--- config.mk ---
export PLATFORM = sky130hd
export DESIGN_NAME = perceptron_update_sched
export DESIGN_NICKNAME = d
export VERILOG_FILES = /design/src/rtl/perceptron_update_sched.sv
export SDC_FILE = /design/constraint.sdc
export NUM_CORES = 1
export LEC_CHECK = 0
export ABC_CLOCK_PERIOD_IN_PS = 4300
export BUFFER_PORTS_ARGS = -buffer_cell sky130_fd_sc_hd__buf_4
export CAP_MARGIN = 20
export CORE_MARGIN = 5
export CORE_UTILIZATION = 55
export DETAILED_ROUTE_END_ITERATION = 7
export PLACE_DENSITY = 0.89
export SLEW_MARGIN = 20
export SYNTH_ARGS = -nofsm -noshare
export SYNTH_HDL_FRONTEND = slang
export SYNTH_SLANG_ARGS = --single-unit
export TNS_END_PERCENT = 20
--- constraint.sdc ---
create_clock -name clk -period 4.3 [get_ports clk]
set_input_delay 0.43 -clock clk [delete_from_list [all_inputs] [get_ports clk]]
set_output_delay 0.43 -clock clk [all_outputs]
set_load 0.01 [all_outputs]
--- src/rtl/perceptron_update_sched.sv ---
`default_nettype none
// ============================================================================
// Module  : perceptron_update_sched
// Brief   : Queues perceptron training requests and rewrites weights one at a
//           time through a shared single-port weight memory.
// Revision: 1.0 - initial release
// ============================================================================
module perceptron_update_sched #(
    parameter int PERCEPTRON_NUMBER = 64,
    parameter int HISTORY_SIZE      = 16,
    parameter int WIDTH             = 8,
    parameter int FIFO_DEPTH        = 4,
    parameter int THRESHOLD         = 44
) (
    input  logic                                                       clk,
    input  logic                                                       rst,
    input  logic                                                       req_valid,
    output logic                                                       req_ready,
    input  logic [$clog2(PERCEPTRON_NUMBER)-1:0]                       req_index,
    input  logic [HISTORY_SIZE-1:0]                                    req_history,
    input  logic                                                       req_outcome,
    input  logic                                                       req_prediction,
    input  logic signed [WIDTH+$clog2(HISTORY_SIZE+1):0]               req_output,
    input  logic                                                       lookup_req,
    output logic                                                       mem_rd_en,
    output logic                                                       mem_wr_en,
    output logic [$clog2(PERCEPTRON_NUMBER)+$clog2(HISTORY_SIZE+1)-1:0] mem_addr,
    output logic signed [WIDTH-1:0]                                    mem_wdata,
    input  logic signed [WIDTH-1:0]                                    mem_rdata,
    output logic                                                       busy,
    output logic                                                       done,
    output logic [15:0]                                                update_count,
    output logic [15:0]                                                skip_count
);

    localparam int c_wn = HISTORY_SIZE + 1;
    localparam int c_kw = $clog2(c_wn);
    localparam int c_pw = $clog2(PERCEPTRON_NUMBER);
    localparam int c_fw = $clog2(FIFO_DEPTH);
    localparam int c_ow = WIDTH + c_kw + 1;

    localparam logic signed [c_ow-1:0] c_thr_pos = c_ow'(THRESHOLD);
    localparam logic signed [c_ow-1:0] c_thr_neg = -c_thr_pos;
    localparam logic [c_kw-1:0]        c_k_last  = c_kw'(c_wn - 1);
    localparam logic [c_fw:0]          c_full    = (c_fw+1)'(FIFO_DEPTH);

    typedef enum logic [1:0] {
        S_IDLE = 2'd0,
        S_RD   = 2'd1,
        S_CAP  = 2'd2,
        S_WR   = 2'd3
    } state_t;

    state_t                   r_state;
    logic [c_pw-1:0]          r_p;
    logic [HISTORY_SIZE-1:0]  r_hist;
    logic                     r_taken;
    logic [c_kw-1:0]          r_k;
    logic signed [WIDTH-1:0]  r_wnew;

    logic [c_pw-1:0]          r_fifo_idx  [FIFO_DEPTH];
    logic [HISTORY_SIZE-1:0]  r_fifo_hist [FIFO_DEPTH];
    logic                     r_fifo_tk   [FIFO_DEPTH];
    logic [c_fw-1:0]          r_wr_ptr;
    logic [c_fw-1:0]          r_rd_ptr;
    logic [c_fw:0]            r_count;

    logic                     w_in_band;
    logic                     w_train;
    logic                     w_accept;
    logic                     w_push;
    logic                     w_skip;
    logic                     w_pop;
    logic [c_wn-1:0]          w_x_vec;
    logic                     w_inc;
    logic signed [WIDTH:0]    w_delta;
    logic signed [WIDTH:0]    w_sum;
    logic signed [WIDTH-1:0]  w_new;

    // Confident, correct predictions carry no information and are dropped.
    assign w_in_band = (req_output <= c_thr_pos) && (req_output >= c_thr_neg);
    assign w_train   = (req_prediction != req_outcome) || w_in_band;
    assign req_ready = (r_count != c_full);
    assign w_accept  = req_valid && req_ready;
    assign w_push    = w_accept && w_train;
    assign w_skip    = w_accept && !w_train;
    assign w_pop     = (r_state == S_IDLE) && (r_count != '0);

    // Bit 0 is the always-on bias input; bit k carries history[k-1].
    assign w_x_vec = {r_hist, 1'b1};
    assign w_inc   = (w_x_vec[r_k] == r_taken);
    assign w_delta = w_inc ? (WIDTH+1)'(1) : '1;
    assign w_sum   = {mem_rdata[WIDTH-1], mem_rdata} + w_delta;
    assign w_new   = (w_sum[WIDTH] != w_sum[WIDTH-1])
                   ? {w_sum[WIDTH], {(WIDTH-1){~w_sum[WIDTH]}}}
                   : w_sum[WIDTH-1:0];

    assign busy      = (r_state != S_IDLE);
    assign mem_rd_en = (r_state == S_RD) && !lookup_req;
    assign mem_wr_en = (r_state == S_WR) && !lookup_req;
    assign mem_addr  = (mem_rd_en || mem_wr_en) ? {r_p, r_k} : '0;
    assign mem_wdata = mem_wr_en ? r_wnew : '0;

    always_ff @(posedge clk) begin
        if (w_push) begin
            r_fifo_idx[r_wr_ptr]  <= req_index;
            r_fifo_hist[r_wr_ptr] <= req_history;
            r_fifo_tk[r_wr_ptr]   <= req_outcome;
        end
    end

    always_ff @(posedge clk or posedge rst) begin
        if (rst) begin
            r_wr_ptr   <= '0;
            r_rd_ptr   <= '0;
            r_count    <= '0;
            skip_count <= '0;
        end else begin
            if (w_push) begin
                r_wr_ptr <= r_wr_ptr + 1'b1;
            end
            if (w_pop) begin
                r_rd_ptr <= r_rd_ptr + 1'b1;
            end
            case ({w_push, w_pop})
                2'b10:   r_count <= r_count + 1'b1;
                2'b01:   r_count <= r_count - 1'b1;
                default: r_count <= r_count;
            endcase
            if (w_skip) begin
                skip_count <= skip_count + 16'd1;
            end
        end
    end

    always_ff @(posedge clk or posedge rst) begin
        if (rst) begin
            r_state      <= S_IDLE;
            r_p          <= '0;
            r_hist       <= '0;
            r_taken      <= 1'b0;
            r_k          <= '0;
            r_wnew       <= '0;
            done         <= 1'b0;
            update_count <= '0;
        end else begin
            done <= 1'b0;
            case (r_state)
                S_IDLE: begin
                    if (w_pop) begin
                        r_p     <= r_fifo_idx[r_rd_ptr];
                        r_hist  <= r_fifo_hist[r_rd_ptr];
                        r_taken <= r_fifo_tk[r_rd_ptr];
                        r_k     <= '0;
                        r_state <= S_RD;
                    end
                end
                S_RD: begin
                    if (!lookup_req) begin
                        r_state <= S_CAP;
                    end
                end
                S_CAP: begin
                    r_wnew  <= w_new;
                    r_state <= S_WR;
                end
                S_WR: begin
                    if (!lookup_req) begin
                        if (r_k == c_k_last) begin
                            done         <= 1'b1;
                            update_count <= update_count + 16'd1;
                            r_state      <= S_IDLE;
                        end else begin
                            r_k     <= r_k + 1'b1;
                            r_state <= S_RD;
                        end
                    end
                end
                default: r_state <= S_IDLE;
            endcase
        end
    end

endmodule
`default_nettype wire

==> reports/results.tsv, run 1 <==
metric	value	unit
critical path type	flip-flop to flip-flop	
xor/xnor share of the synthesized area	0.0543	
fin. max-slew vios	0	
antenna viol nets, final	0	
CTS root buffer	clkbuf_16	
Crit. End Element	flip-flop	
number of synthesized flops with an enable pin	92	
P per Cell Area	710	nW/um^2
Setup Buffers After CTS	0	
number of top-level design ports	106	
final hold viol count	0	
total negative slack	0	ps
core footprint	13300	um^2
Avg Cell Area, Syn	14.7	um^2
Synth Instances	514	
Max Fclk	251	MHz
worst hold path class	primary input to async pin	
Ys Warns	0	
grt total ovfl	0	
Synth Flop Type	edfxtp_1	
leakage	3.78	nW
Slew @ Worst Pin	788	ps
CTS buffer count	17	
slowest stage delay, CP	570	ps
share of cells above drive strength 1	0.317	
total of max-cap violations	0	
cell area after synthesis	7560	um^2
Die X	127	um
Area contributors post-synth	edfxtp_1 (37%), dfrtp_1 (26%), mux4_2 (7.7%)	
Wirelength per Cell	19.0	um
Synth Area in Compound Gates	0.0497	
Final Wtd Congestion	0.804	
htree depth	4	
Synth area leader	edfxtp_1	
global-route wire length before repair	25400	um
CTS sink count	170	
Most Frequent Cell on Critical Path	o21ai_1	
Layout Skew	5.89	ps
CP max-delay cell	dfrtp_1	
CTS resizes	0	
Tcrit/Tclk final	0.928	
vias in the first global route	4884	
CTS clk-pin slew, worst paths	60	ps
Layout Nets	701	
vias after detailed routing	4597	
sequential area share after synthesis	0.624	
status	finished clean	
syn nets	587	
worst-path cell chain	mux4_2 > mux2i_1 > nor3_1 > a21o_1 > a221o_1 > ha_1 > nand3_1 > o211ai_1 > o21ai_1 > xnor2_2 > o21ai_1 > o22ai_1	
DRC Markers	0	
Worst Setup Start Kind	flip-flop	
Unique masters post-synth	53	
Total Routing Usage GR	0.202	
initial antenna violation count	0	
Die H	127	um
# setup viols final	0	
Iter 0 DRT Violations	338	
Fin Hold WS	112	ps
Worst EP arrival	4270	ps
detailed placer's ending HPWL	10900	um
TritonCTS clock tree	yes	
Final Critical Period	3990	ps
Post-CTS Hold Fix Bufs	0	
# rows	42	
Port-buffer cells	105	
Post-Synth Simple-Gate Area	0.0879	
Via density	5.63	
post-synthesis mux area share	0.121	
Yosys reg bits	170	
Clock Latency Late Sink	420	ps
adder-cell share of the synthesized area	0.0401	
drt total wl	15500	um
CTS Buffer Depth	2	
main combinational cell family by area after synthesis	multiplexers	
DRT Pass-1 Iters	4	
RSZ-0062 raised after global routing	no	
async set-reset flop share out of synthesis	0.459	
Area growth syn-to-layout	20.4	%
worst-path fanout max	11	
CP required	4580	ps
Die ar.	16200	um^2
Worst slew margin	0.474	
ANT cells	0	
Initial Util	0.566	
Peak supply drop	0.525	mV
pin count of the biggest net entering global routing	44	
post-synth top area share	0.365	
cell usage after synthesis, types with 9 or more instances:
master,number
nor2b_1,15
dfrtp_1,78
clkbuf_1,10
a21oi_1,13
inv_1,24
mux2_2,26
ha_1,21
nor2_1,28
nand4_1,9
and3_1,9
xnor2_1,23
xor2_1,22
nand3_1,13
o21ai_0,10
mux4_2,26
nand2_1,22
edfxtp_1,92
sequential cells by signal (all words and copies together) (netlist names):
| register | flops |
|---|---|
| r_taken | 1 |
| update_count | 16 |
| skip_count | 16 |
| r_p | 6 |
| r_wr_ptr | 2 |
| r_count | 3 |
| r_fifo_tk | 4 |
| r_k | 5 |
| r_rd_ptr | 2 |
| r_fifo_idx | 24 |
| done | 1 |
| r_hist | 16 |
| r_state | 2 |
| r_wnew | 8 |
| r_fifo_hist | 64 |
final timing paths:
kind	to	start	slack [ps]	cells after the start
setup / recovery	r_wnew[3]	r_k[0]	310	12
hold / removal	skip_count[1]	rst	110	2
setup reg to reg	r_wnew[3]	r_k[0]	310	12
hold reg to reg	skip_count[15]	skip_count[15]	470	1
max in group asynchronous	r_rd_ptr[1]	rst	3230	3
min in group clk	r_fifo_hist[1][0]	req_history[0]	210	1
area by class of cell:
| cell class | instances | area, um^2 |
|---|---|---|
| repair buffers | 112 | 841 |
| well taps | 176 | 220 |
| clock inverters | 10 | 95.1 |
| fillers | 923 | 4240 |
| inverters | 25 | 95.1 |
| multi-input cells | 302 | 2670 |
| flip-flops and latches | 170 | 4720 |
| clock buffers | 22 | 464 |
stage by stage:
stage	instance area (um^2)	total power, mW	util	setup slack [ps]	std cells
floorplan	7560	4.32	-	895	514
global placement	8540	4.81	0.640	668	785
detailed placement	8540	5.04	0.640	398	785
CTS	9100	6.48	0.682	341	817
global route	9100	6.88	0.682	20.7	817
finish	9100	6.46	0.682	308	817
metal layers:
metal	track usage	up-vias	part of all wire
met3	0.0438	25	0.049
met2	0.343	129	0.53
met4	0.0688	0	0.019
li1	-	2120	-
met1	0.260	2323	0.40
met5	0	-	0
critical path: cells and delay by family, from the launching register on:
kind,cells,cell delay [ps]
AOI/OAI and AO/OA,6,1620
xor gates and xnor gates,1,210
adders and majority gates,1,410
DFF,1,570
muxes,2,810
and+or+nand+nor,2,230
cell families after synthesis:
group | after synthesis
AND/OR/NAND/NOR | 121
adder cells (fa/ha/maj) | 23
XOR/XNOR | 46
multiplexers | 56
flip-flops | 170
AO/OA/AOI/OAI | 56
buffers and inverters | 42
power breakdown:
part,leakage [nW],total [mW],internal [mW],switching (mW)
clock,0.270,1.43,0.828,0.603
sequential,1.82,2.36,2.07,0.293
combinational,1.69,2.67,1.25,1.42
cells in the final DEF (no fill, tap or decap), types with 4 or more instances in the layout:
cell       Yosys  layout
buf_4          1     112
edfxtp_1      92      92
dfrtp_1       78      77
nor2_1        28      27
mux4_2        26      26
mux2_2        26      26
inv_1         24      23
xnor2_1       23      23
nand2_1       22      22
xor2_1        22      22
ha_1          21      21
clkbuf_16      0      17
nor2b_1       15      15
a21oi_1       13      13
nand3_1       13      13
o21ai_0       10      10
nand4_1        9       9
and3_1         9       9
and2_1         7       7
a211oi_1       6       6
o22ai_1        6       6
nand2b_1       4       4
mux2i_1        4       4
o21ai_1        4       4
clkinv_2       0       4
Power figures use the tool's default switching activity.
==> run 2, diff against run 1 <==
CORE_UTILIZATION = 50   (was 55)
PLACE_DENSITY = 0.83   (was 0.89)
==> run 2 against run 1 <==
Sequential power shrank 2%. Count of clock-buffer cells in the layout is 5 lower. Final area up 0.34%. Utilization fell by 7.4 points. Combinational power barely moved.
==> reports/results.tsv, run 2 (same netlist as run 1, synthesis figures left out) <==
metric	value	unit
leakage	3.79	nW
Crit. Startpoint	r_k[0]	
ANT cells	0	
max FFs per register	64	
Via density	5.53	
Final Critical Period	4040	ps
Iter 0 DRT Violations	377	
DP Area	8550	um^2
CP max-delay cell	dfrtp_1	
dpl ws	302	ps
CTS sink count	170	
grt total ovfl	0	
Die X	133	um
internal reg-to-reg setup slack	260	ps
most frequent cells in the layout	buf_4 (111), edfxtp_1 (92), dfrtp_1 (77), nor2_1 (27)	
worst-path fanout max	11	
slowest stage delay, CP	580	ps
DRT Pass-1 Iters	4	
Clock Latency Late Sink	430	ps
critical path type	flip-flop to flip-flop	
commonest non-fill, non-tap cell in the layout	buf_4	
worst hold path class	primary input to async pin	
Layout Skew	9.85	ps
largest registers	r_fifo_hist (64), r_fifo_idx (24)	
total negative slack	0	ps
share of cells above drive strength 1	0.317	
Layout Cells excl Fill	828	
Tcrit/Tclk final	0.938	
Crit. End Element	flip-flop	
Top reg by flops	r_fifo_hist	
drt total wl	15100	um
# rows	45	
Die ar.	17700	um^2
Setup Buffers After CTS	0	
DRC Markers	0	
Worst EP arrival	4320	ps
CTS buffer count	17	
P_int	4.14	mW
vias after detailed routing	4577	
antenna viol nets, final	0	
Max Fclk	248	MHz
CTS resizes	0	
Die H	133	um
Worst slew margin	0.371	
TritonCTS clock tree	yes	
Wirelength per Cell	18.2	um
worst-path cell chain	mux4_2 > mux2i_1 > nor3_1 > a21o_1 > a221o_1 > fa_1 > a211oi_1 > nor2_1 > o21ai_0 > a21oi_1 > o21ai_1 > o22ai_1	
Worst Setup Start Kind	flip-flop	
Layout Nets	700	
Reg power frac	0.357	
fin. max-slew vios	0	
final hold viol count	0	
total of max-cap violations	0	
core footprint	15000	um^2
Port-buffer cells	105	
Area growth syn-to-layout	20.9	%
CP required	4580	ps
Initial Util	0.503	
Slew @ Worst Pin	938	ps
Fin Hold WS	79.9	ps
RSZ-0062 raised after global routing	no	
reg2reg start	r_k[0]	
global-route wire length before repair	25300	um
number of top-level design ports	106	
P per Cell Area	713	nW/um^2
NetSw	2.37	mW
Final Wtd Congestion	0.825	
switching share of total power	0.364	
initial antenna violation count	0	
detailed placer's ending HPWL	10500	um
Peak supply drop	0.385	mV
pin count of the biggest net entering global routing	42	
status	finished clean	
CTS Buffer Depth	2	
final worst slack	265	ps
post-route cell area	9140	um^2
Reg2Reg Depth	12	
CTS clk-pin slew, worst paths	70	ps
reg2reg end	r_wnew[3]	
Post-CTS Hold Fix Bufs	0	
htree depth	4	
CTS root buffer	clkbuf_16	
vias in the first global route	4911	
# setup viols final	0	
Total Routing Usage GR	0.180	
Clk network pwr share	0.229	
Post-Place Cells	796	
combinational power share	0.414	
-- run 2: power by group through the flow --
stage          Sequential (mW)  Clock (mW)  Combinational (mW)
2_1_floorplan             2.23           0                2.09
3_3_place_gp              2.33           0                2.48
3_5_place_dp              2.36           0                2.69
4_1_cts                   2.33        1.53                2.70
5_1_grt                   2.36        1.59                2.98
6_report                  2.32        1.49                2.70
-- run 2: worst max-delay path, delay by kind of cell, from the launching register on --
kind | cells | cell delay, ps
muxes | 2 | 810
DFF | 1 | 580
adders and majority gates | 1 | 480
and+or+nand+nor | 2 | 220
AOI/OAI and AO/OA | 7 | 1810
-- run 2: metrics by stage --
step	power, mW	utilization
2_1_floorplan	4.32	-
3_3_place_gp	4.81	0.569
3_5_place_dp	5.04	0.569
4_1_cts	6.55	0.607
5_1_grt	6.94	0.608
6_report	6.51	0.608
-- run 2: final cells by class --
cell class / instances / area, um^2
tap: 188 / 235
inverter: 25 / 95.1
fill: 1134 / 5900
timing repair buffer: 111 / 833
clock inverter: 15 / 158
clock buffer: 17 / 425
multi-input combinational: 302 / 2670
sequential: 170 / 4720
-- run 2: routing by layer --
metal | global-route usage | up-vias | part of all wire
met5 | 0 | - | 0
met1 | 0.219 | 2311 | 0.39
met3 | 0.0513 | 21 | 0.059
met4 | 0.0537 | 0 | 0.016
met2 | 0.314 | 124 | 0.53
li1 | - | 2121 | -
-- run 2: how the worst max path moves through the flow --
| stage | endpoint | slack [ps] | cells past startpoint |
|---|---|---|---|
| floorplan | r_wnew[3] | 900 | 12 |
| global placement | r_wnew[3] | 680 | 12 |
| detailed placement | r_wnew[3] | 300 | 12 |
| CTS | r_wnew[3] | 290 | 12 |
| global route | r_wnew[3] | 3 | 12 |
| finish | r_wnew[3] | 260 | 12 |
==> run 3, diff against run 2 <==
HOLD_SLACK_MARGIN = 0.15   (was not set)
==> run 3 against run 2 <==
Non-clock buffer count increased by 1. Flip-flop and latch count unchanged. Clock skew about the same. Hold slack improved by 120 ps. Critical path type unchanged.
==> reports/results.tsv, run 3 (same netlist as run 1, synthesis figures left out) <==
metric	value	unit
status	finished clean	
Final Critical Period	4020	ps
area of the multi-input gates	2670	um^2
htree depth	4	
CP required	4580	ps
Initial Util	0.503	
Port-buffer cells	105	
CTS root buffer	clkbuf_16	
most frequent cells in the layout	buf_4 (111), edfxtp_1 (92), dfrtp_1 (77), nor2_1 (27)	
Max Fclk	249	MHz
initial antenna violation count	0	
RSZ-0062 raised after global routing	no	
antenna viol nets, final	0	
P per Cell Area	712	nW/um^2
CTS clk-pin slew, worst paths	70	ps
Peak supply drop	0.385	mV
Via density	5.54	
Final Wtd Congestion	0.825	
global-route wire length before repair	25300	um
Worst Setup Start Kind	flip-flop	
grt total ovfl	0	
CTS Buffer Depth	2	
Hold Crit Start	req_history[2]	
Fin Hold WS	201	ps
CTS sink count	170	
Die ar.	17700	um^2
Layout Skew	9.63	ps
vias after detailed routing	4595	
Power Total	6.52	mW
Total Routing Usage GR	0.181	
critical path type	flip-flop to flip-flop	
drt total wl	15100	um
Post-Place Cells	796	
Reg2Reg Depth	12	
total negative slack	0	ps
# rows	45	
internal reg-to-reg setup slack	280	ps
Util after Layout	0.608	
FILL cells	1133	
reg2reg start	r_k[0]	
core footprint	15000	um^2
DRT Pass-1 Iters	4	
TritonCTS clock tree	yes	
Layout Nets	701	
post-route cell area	9150	um^2
vias in the first global route	4917	
final worst slack	283	ps
final hold viol count	0	
Tcrit/Tclk final	0.934	
FF+latch area	4720	um^2
fin. max-slew vios	0	
hold depth	1	
DRC Markers	0	
worst-path fanout max	11	
dpl ws	302	ps
# setup viols final	0	
CTS buffer count	17	
Crit. End Element	flip-flop	
DP Area	8550	um^2
leakage	3.80	nW
Worst EP arrival	4300	ps
reg2reg end	r_wnew[3]	
largest registers	r_fifo_hist (64), r_fifo_idx (24)	
Die X	133	um
share of cells above drive strength 1	0.317	
detailed placer's ending HPWL	10500	um
Clock Latency Late Sink	420	ps
Iter 0 DRT Violations	336	
hold path endpoint	r_fifo_hist[2][2]	
number of top-level design ports	106	
Post-CTS Hold Fix Bufs	1	
worst hold path class	primary input to flip-flop	
CTS resizes	0	
Worst slew margin	0.370	
ANT cells	0	
total of max-cap violations	0	
Layout Cells excl Fill	829	
Slew @ Worst Pin	939	ps
commonest non-fill, non-tap cell in the layout	buf_4	
Top reg by flops	r_fifo_hist	
Wirelength per Cell	18.2	um
Setup Buffers After CTS	0	
pin count of the biggest net entering global routing	42	
Die H	133	um
Area growth syn-to-layout	21.0	%
max FFs per register	64	
[run 3: worst max path at each step]
stage	depth (start not counted)	startpoint	endpoint
floorplan	12	r_k[1]	r_wnew[3]
global placement	12	r_k[0]	r_wnew[3]
detailed placement	12	r_k[0]	r_wnew[3]
CTS	12	r_k[0]	r_wnew[3]
global route	12	r_k[0]	r_wnew[3]
finish	12	r_k[0]	r_wnew[3]
[run 3: per-layer routing]
layer,GRT usage,share of wire,routed length (um),vias to the layer above
met5,0,0,0,-
li1,-,-,-,2129
met4,0.0537,0.013,193,0
met3,0.0513,0.058,869,21
met1,0.219,0.40,6010,2315
met2,0.315,0.53,8010,130
[run 3: where the power goes]
group	total (mW)	switching [mW]	internal [mW]
logic	2.70	1.45	1.25
registers	2.33	0.257	2.07
clock network	1.49	0.666	0.822
[run 3: cell type report]
| type | instances | area share |
|---|---|---|
| flip-flops and latches | 170 | 0.516 |
| multi-input cells | 302 | 0.292 |
| repair buffers | 112 | 0.0922 |
| clock buffers | 17 | 0.0465 |
| well taps | 188 | 0.0257 |
| clock inverters | 15 | 0.0172 |
| inverters | 25 | 0.0104 |
[run 3: worst max-delay path: stages (launching register included)]
cell and delay [ps]:
dfrtp_1 580, mux4_2 570, mux2i_1 250, nor3_1 90, a21o_1 170, a221o_1 490
fa_1 480, a211oi_1 330, nor2_1 110, o21ai_0 200, a21oi_1 230, o21ai_1 250
o22ai_1 120
